<file path="src/rtl/noc_egress_arbiter.sv">
// noc_egress_arbiter
//   Output side of the NoC switch. Drains the four destination FIFOs with
//   round-robin fairness. Each single-flit packet goes downstream over a
//   valid/ready link, one packet at a time.
//
//   Ports
//     clk, rst       single clock; synchronous active-high reset
//     fifo_empty     per-FIFO empty flags (bit i = FIFO i)
//     fifo_rd_en     one-hot (or zero) pop strobe, only ever raised in IDLE
//     fifo_rd_data   packed FIFO read words, word i at [i*DATA_W +: DATA_W],
//                    valid one cycle after the matching pop
//     dst_valid      packet on dst_data/dst_port is valid
//     dst_ready      downstream accepts when dst_valid & dst_ready
//     dst_data       packet payload
//     dst_port       index of the FIFO the packet came from
//     busy           arbiter is not idle
//     tx_count       packets accepted downstream since reset (wraps)

module noc_egress_arbiter #(
    parameter int DATA_W = 8,
    parameter int CNT_W  = 16
) (
    input  logic                  clk,
    input  logic                  rst,
    input  logic [3:0]            fifo_empty,
    output logic [3:0]            fifo_rd_en,
    input  logic [4*DATA_W-1:0]   fifo_rd_data,
    output logic                  dst_valid,
    input  logic                  dst_ready,
    output logic [DATA_W-1:0]     dst_data,
    output logic [1:0]            dst_port,
    output logic                  busy,
    output logic [CNT_W-1:0]      tx_count
);

    typedef enum logic [1:0] {
        IDLE  = 2'd0,
        FETCH = 2'd1,
        SEND  = 2'd2
    } state_t;

    state_t     state;
    state_t     next_state;
    logic [1:0] rr_ptr;
    logic [1:0] winner;
    logic [1:0] grant;
    logic       grant_valid;
    logic [1:0] scan_idx;
    logic       handshake;

    // Round-robin pick: scan rr_ptr, rr_ptr+1, ... (mod 4) and take the
    // first non-empty FIFO. The 2-bit add gives the modulo wrap for free.
    always_comb begin
        grant       = rr_ptr;
        grant_valid = 1'b0;
        scan_idx    = rr_ptr;
        for (int k = 0; k < 4; k++) begin
            scan_idx = rr_ptr + k[1:0];
            if (!grant_valid && !fifo_empty[scan_idx]) begin
                grant       = scan_idx;
                grant_valid = 1'b1;
            end
        end
    end

    // dst_valid is only ever high in SEND, but qualifying with it keeps
    // a stray dst_ready from being mistaken for an accepted packet.
    assign handshake = (state == SEND) && dst_valid && dst_ready;

    // Next-state and pop strobe. The pop is gated with rst so that no
    // FIFO word is consumed while the block is held in reset.
    always_comb begin
        next_state = state;
        fifo_rd_en = 4'b0000;
        case (state)
            IDLE: begin
                if (!rst && grant_valid) begin
                    fifo_rd_en[grant] = 1'b1;
                    next_state        = FETCH;
                end
            end
            FETCH: begin
                next_state = SEND;
            end
            SEND: begin
                if (handshake) begin
                    next_state = IDLE;
                end
            end
            default: begin
                next_state = IDLE;
            end
        endcase
    end

    // State register.
    always_ff @(posedge clk) begin
        if (rst) begin
            state <= IDLE;
        end else begin
            state <= next_state;
        end
    end

    // Datapath. The winner is latched at pop time. It picks the FIFO word
    // one cycle later, when the read data is valid. It also sets the next
    // round-robin start once the packet has been accepted.
    always_ff @(posedge clk) begin
        if (rst) begin
            rr_ptr    <= 2'd0;
            winner    <= 2'd0;
            dst_valid <= 1'b0;
            dst_data  <= '0;
            dst_port  <= 2'd0;
            tx_count  <= '0;
        end else begin
            case (state)
                IDLE: begin
                    if (grant_valid) begin
                        winner <= grant;
                    end
                end
                FETCH: begin
                    dst_data  <= fifo_rd_data[int'(winner)*DATA_W +: DATA_W];
                    dst_port  <= winner;
                    dst_valid <= 1'b1;
                end
                SEND: begin
                    if (handshake) begin
                        dst_valid <= 1'b0;
                        rr_ptr    <= winner + 2'd1;
                        tx_count  <= tx_count + CNT_W'(1);
                    end
                end
                default: begin
                end
            endcase
        end
    end

    assign busy = (state != IDLE);

endmodule

</file>
<file path="config.mk">
export PLATFORM = sky130hd
export DESIGN_NAME = noc_egress_arbiter
export DESIGN_NICKNAME = d
export VERILOG_FILES = /design/src/rtl/noc_egress_arbiter.sv
export SDC_FILE = /design/constraint.sdc
export NUM_CORES = 1
export LEC_CHECK = 0
export ABC_AREA = 1
export CAP_MARGIN = 20
export CELL_PAD_IN_SITES_DETAIL_PLACEMENT = 1
export CELL_PAD_IN_SITES_GLOBAL_PLACEMENT = 1
export CORE_MARGIN = 4
export CORE_UTILIZATION = 30
export CTS_BUF_LIST = sky130_fd_sc_hd__clkbuf_16
export DETAILED_ROUTE_END_ITERATION = 10
export PLACE_DENSITY_LB_ADDON = 0.1
export SLEW_MARGIN = 20
export SYNTH_ARGS = -nofsm -noshare
export SYNTH_HDL_FRONTEND = slang
export SYNTH_SLANG_ARGS = --single-unit
export TNS_END_PERCENT = 1
</file>
<file path="constraint.sdc">
create_clock -name clk -period 1.93 [get_ports clk]
set_input_delay 0.2895 -clock clk [delete_from_list [all_inputs] [get_ports clk]]
set_output_delay 0.2895 -clock clk [all_outputs]
set_load 0.02 [all_outputs]
</file>
### After elaboration in Yosys (flattened, before gate mapping)

Index checks and enable logic that the tools add are counted.

| word-level totals | value |
|---|---|
| bits in registers | 33 |

| operators by class | value |
|---|---|
| $add $sub $neg | 5 |
| $lt $le $gt $ge | 6 |
| eq/ne operators | 4 |
| shift-type cells | 1 |
| multiplexer cells | 24 |
| reduce and logical (&&, ||, !) cells | 20 |

Operators with widths:

| operator | number |
|---|---|
| $shiftx A32 B6 Y8 | 1 |
| $add A16 B1 Y16 const B | 1 |
| $lt A2 B3 Y1 const B | 5 |
| $mux W1 | 10 |
| $mux W2 | 5 |
| $bmux W1 S2 | 4 |
| $mux W4 | 2 |
| $reduce_and A2 Y1 | 4 |
| $logic_and A1 B1 Y1 | 7 |
| $logic_not A1 Y1 | 6 |
| $pmux W2 S3 | 1 |
| $add A2 B1 Y2 const B | 2 |
| $add A2 B2 Y2 const B | 2 |
| $ne A2 B2 Y1 const B | 2 |
| $reduce_bool A2 Y1 | 2 |
| $demux W1 S2 | 1 |
| $eq A2 B1 Y1 const B | 1 |
| $eq A2 B2 Y1 const B | 1 |
| $ge A2 B1 Y1 const B | 1 |
| $logic_not A2 Y1 | 1 |
| $pmux W1 S2 | 1 |

### Logic depth before layout (Yosys ltp)

| depth | value |
|---|---|
| word-level depth | 18 |
| gate-level depth with buffers | 12 |

### Worst setup path after synthesis

OpenSTA, ideal clock, no wires.

| timing path | value |
|---|---|
| kind | register to output |
| start | register rr_ptr[0] |
| end | output port fifo_rd_en[2] |
| arrival time | 1.490 ns |
| slack | 0.151 ns |
| stages on the path, launching flop included | 12 |
| buffers on the path | 1 |
| path through | dfxtp_1 > buf_4 > nand2_1 > nand3_2 > nand2_2 > nand2_2 > nand2_1 > nand3_1 > nand3_2 > nand2_2 > inv_1 > nor2_1 |

| between the ends | value |
|---|---|
| word-level cells in the longest chain between the ends | 18 |

Ends and longest elaborated chain:

| what | RTL line | source |
|---|---|---|
| start: declaration | 44 | `logic [1:0] rr_ptr;` |
| start signal: assignment | 131 | `rr_ptr <= winner + 2'd1;` |
| $add A2 B1 Y2 | 58 | `scan_idx = rr_ptr + k[1:0];` |
| $bmux W1 S2 | 59 | `if (!grant_valid && !fifo_empty[scan_idx]) begin` |
| $mux W1 (not written as such) | 59 |  |
| $logic_not A1 Y1 | 59 |  |
| $logic_and A1 B1 Y1 | 59 |  |
| $mux W1 | 59 |  |
| $logic_not A1 Y1 | 59 |  |
| $logic_and A1 B1 Y1 | 59 |  |
| [2 not listed] | -- |  |
| $logic_and A1 B1 Y1 | 59 |  |
| $mux W2 | 59 |  |
| $lt A2 B3 Y1 (not written as such) / $ge A2 B1 Y1 (equally long branches) | 78 | `fifo_rd_en[grant] = 1'b1;` |
| $logic_and A1 B1 Y1 (not written as such) | 78 |  |
| $mux W1 (not written as such) | 78 |  |
| $demux W1 S2 | 78 |  |
| $mux W4 (*) | 77 | `if (!rst && grant_valid) begin` |
| $mux W4 (*) | 75 | `case (state)` |
| end: declaration | 26 | `output logic [3:0] fifo_rd_en,` |

Every way passes the cells marked *; elsewhere a longest branch is shown, timed or not. The select of a mux whose other input is x is not followed.

### Final worst setup path

| timing path | value |
|---|---|
| start | register rr_ptr[0] |
| end | output port fifo_rd_en[0] |

The elaborated chain is that of the path after synthesis.

==> flow_summary_export.csv <==
group,metric,value,unit
grt,grt_max_degree,18,
grt,first_global_vias,2464,
critical_path,critical-path-max-stage-delay,0.37,ns
place,place_congestion,0.769,
sta,rsz0062_at_grt,"true",
detailed_routing,postRouteAntennaNets,0,
sta,slew_viol_final,0,
synth,synth_cells,307,
grt,grt_pass1_wl,11300,um
critical_path,reg2reg_to,"winner[1]$_SDFFE_PP0P_",
floorplanning,dieArea,0.00775,mm2
critical_path,crit_fanout,4,
layout,diodes,0,
floorplanning,fp-row-count,28,
critical_path,cp-end-kind,"output port",
synth,netlist_area,0.00192,mm2
layout,drive_above_1_share,0.246,
critical_path,cp_top_family,"simple AND/OR/NAND/NOR gates",
grt,busiest_layer,"met2",
place,dp.cells,465,
cts,clock_latency,0.28,ns
detailed_routing,wirelength,6850,um
detailed_routing,wire_per_inst,14.1,um
sta,slew_headroom,0.642,
cts,cts_tree,"built",
run_status,violations,"negative setup slack",
layout,final_core_util,0.548,
hold_path,min-delay-start,"tx_count[14]$_SDFFE_PP0P_",
synth,syn-num-nets,347,
detailed_routing,drc,0,
run_status,status,"complete, but fails checks",
cts,cts_buffers,5,
pwr,power.density,655,mW/mm2
grt,grtUsageMet2,0.332,
layout,layout.nets,449,
pwr,power.leakage,0.00147,uW
floorplanning,ios,71,
critical_path,cp_cell_sequence,"buf_6 -> nand2_2 -> nand2_2 -> nand2_2 -> nand2_4 -> a21oi_4 -> buf_4 -> nand4_1 -> nand2_1 -> nand2_1 -> nor2_1 -> buf_4",
detailed_routing,num_vias,2382,
sta,fin_crit_sh,1.14,
floorplanning,die_h,88.0,um
sta,worstMarginPinSlew,0.537,ns
cts,clock_sinks,33,
floorplanning,die_x,88.0,um
synth,syn_avg_cell_area,6.26,um2
critical_path,r2r_setup_slack,-0.06,ns
detailed_routing,drtIter0Drc,56,
critical_path,critPathBufInv,3,
grt,overflow,0,
critical_path,r2r-start,"rr_ptr[0]$_SDFFE_PP0P_",
critical_path,crit_type,"flip-flop to output port",
synth,seq_area_frac_synth,0.344,
synth,synth_cell_types,26,
place,io_buffer_count,70,
floorplanning,core,0.00606,mm2
hold_path,holdPathEnd,"tx_count[14]$_SDFFE_PP0P_",
place,place_area,0.00284,mm2
place,dp_hpwl,4840,um
critical_path,crit_top_cell,"nand2_2",
layout,final_area,0.00332,mm2
synth,ys_warn_count,0,
synth,synth_top_area_frac,0.344,
hold_path,hp-class,"flip-flop to flip-flop",
flow_run,cap_violations,0,
layout,syn_to_final_growth,72.9,%
synth,synth_top_area_cell,"dfxtp_1",
critical_path,worst_path_max_delay_cell,"dfxtp_4",
critical_path,start_kind,"flip-flop",
critical_path,reg2regPathDepth,16,
cts,ctsHoldBuffers,0,
floorplanning,start_util,0.317,
grt,grt.total_usage,0.186,
cts,clockRootBuffer,"clkbuf_16",
grt,use_met1,0.208,
layout,stdcell_count,485,
grt,gr-usage-met3,0.0630,
detailed_routing,via_per_inst,4.91,
pwr,peakVddDrop,0.436,mV
critical_path,arrival,1.90,ns
cts,clk_pin_slew,0.06,ns
sta,clock_skew,0.00771,ns
detailed_routing,firstDrtPassIters,4,
grt,antenna_found_initial,0,
synth,yosys_register_bits,33,
hold_path,hold_depth,2,
synth,synth_area_leaders,"dfxtp_1 (34%), nand2_1 (12%), nor2_1 (10%), o21ai_0 (9.4%), inv_1 (7.4%)",
critical_path,cp.required,1.64,ns
sta,setup_slack,-0.261,ns
sta,fin_crit,2.19,ns
sta,hold_viol_final,0,
cts,cts_htree_levels,2,
sta,fmax,456,MHz
cts,clockBufferDepth,2,
sta,setup_viol,5,
## synthesized netlist by cell type
master    count
nor3b_1       1
buf_1         1
nor2_2        4
inv_2         4
inv_1        38
nor2_1       52
o21ba_2       1
dfxtp_1      33
ha_1          1
xor2_1        2
nand4_1       5
o21ai_2       2
o21ai_1       1
nand2_2       7
nand2_1      60
clkbuf_1      7
nand3_2       2
nand3_1      17
o22ai_1       8
nand4_2       2
a211oi_1      1
nor3_1        2
o21ai_0      36
o21a_1        1
buf_4         1
a21oi_1      18
## area by class of cell
type	count	area (um2)
fill	775	2740
multi-input combinational	223	1270
timing repair buffer	104	978
sequential	33	668
inverter	42	168
clock buffer	5	125
tap	75	93.8
clock inverter	3	17.5
## cell usage in the layout (no fill, tap or decap), types with 8 or more instances in the layout
cell type | synthesis | layout
nand2_2 | 7 | 16
nand3_2 | 2 | 8
buf_4 | 1 | 28
o21ai_0 | 36 | 36
o22ai_1 | 8 | 8
nor2_1 | 52 | 50
nand3_1 | 17 | 10
buf_6 | 0 | 10
nand2_1 | 60 | 39
nand2_4 | 0 | 10
inv_1 | 38 | 38
clkdlybuf4s50_1 | 0 | 62
a21oi_1 | 18 | 17
dfxtp_1 | 33 | 31
## flip-flops by register name, indices dropped and copies added, names as in the netlist
| register | cells |
|---|---|
| winner | 2 |
| dst_data | 8 |
| dst_port | 2 |
| rr_ptr | 2 |
| dst_valid | 1 |
| state | 2 |
| tx_count | 16 |
## metal layers
| metal | routed length (um) | vias up |
|---|---|---|
| li1 | - | 1196 |
| met1 | 2910 | 1102 |
| met2 | 3310 | 64 |
| met3 | 448 | 20 |
| met4 | 187 | 0 |
| met5 | 0 | - |
## timing repair
| item | CTS | global route |
|---|---|---|
| pin swaps | 22 | 17 |
| resized for setup | 74 | 17 |
| endpoints found under the setup margin | 4 | 5 |
| buffers inserted | 12 | 1 |
## worst min-delay path, cell delays in order, from the launching register on
cell	delay (ns)
dfxtp_1	0.31
inv_1	0.06
a21oi_1	0.06
## worst max-delay path by stage
stage | startpoint | endpoint | slack (ns) | cells after the start
after floorplan | rr_ptr[0]$_SDFFE_PP0P_ | fifo_rd_en[2] | 0.15 | 11
after global placement | fifo_empty[2] | fifo_rd_en[3] | -0.66 | 12
after detailed placement | fifo_empty[2] | fifo_rd_en[2] | -0.72 | 12
after CTS | rr_ptr[0]$_SDFFE_PP0P_ | fifo_rd_en[0] | -0.19 | 11
after global routing | rr_ptr[0]$_SDFFE_PP0P_ | fifo_rd_en[0] | -0.36 | 12
final | rr_ptr[0]$_SDFFE_PP0P_ | fifo_rd_en[0] | -0.26 | 12
## through the flow
stage | power [uW] | setup TNS [ns] | hold WS [ns] | setup slack (ns)
2_1_floorplan | 1070 | 0 | 0.506 | 0.151
3_3_place_gp | 1350 | -2.58 | 0.461 | -0.656
4_1_cts | 2180 | -0.697 | 0.478 | -0.191
5_1_grt | 2310 | -1.46 | 0.510 | -0.361
6_report | 2180 | -0.948 | 0.469 | -0.261
3_5_place_dp | 1360 | -2.78 | 0.464 | -0.718
## power breakdown
group	internal, uW	switching [uW]	leakage (uW)
Clock	472	294	0.0000696
Sequential	727	33.6	0.000270
Combinational	300	350	0.00113
## kinds of logic after synthesis
family                   count (synthesis)  synth area share
buffers and inverters                   51             0.102
adder cells (fa/ha/maj)                  1           0.00651
AND/OR/NAND/NOR                        152             0.348
XOR/XNOR                                 2           0.00912
flip-flops                              33             0.344
AO/OA/AOI/OAI                           68             0.191
Note: power is estimated with default switching activity, not from simulation.
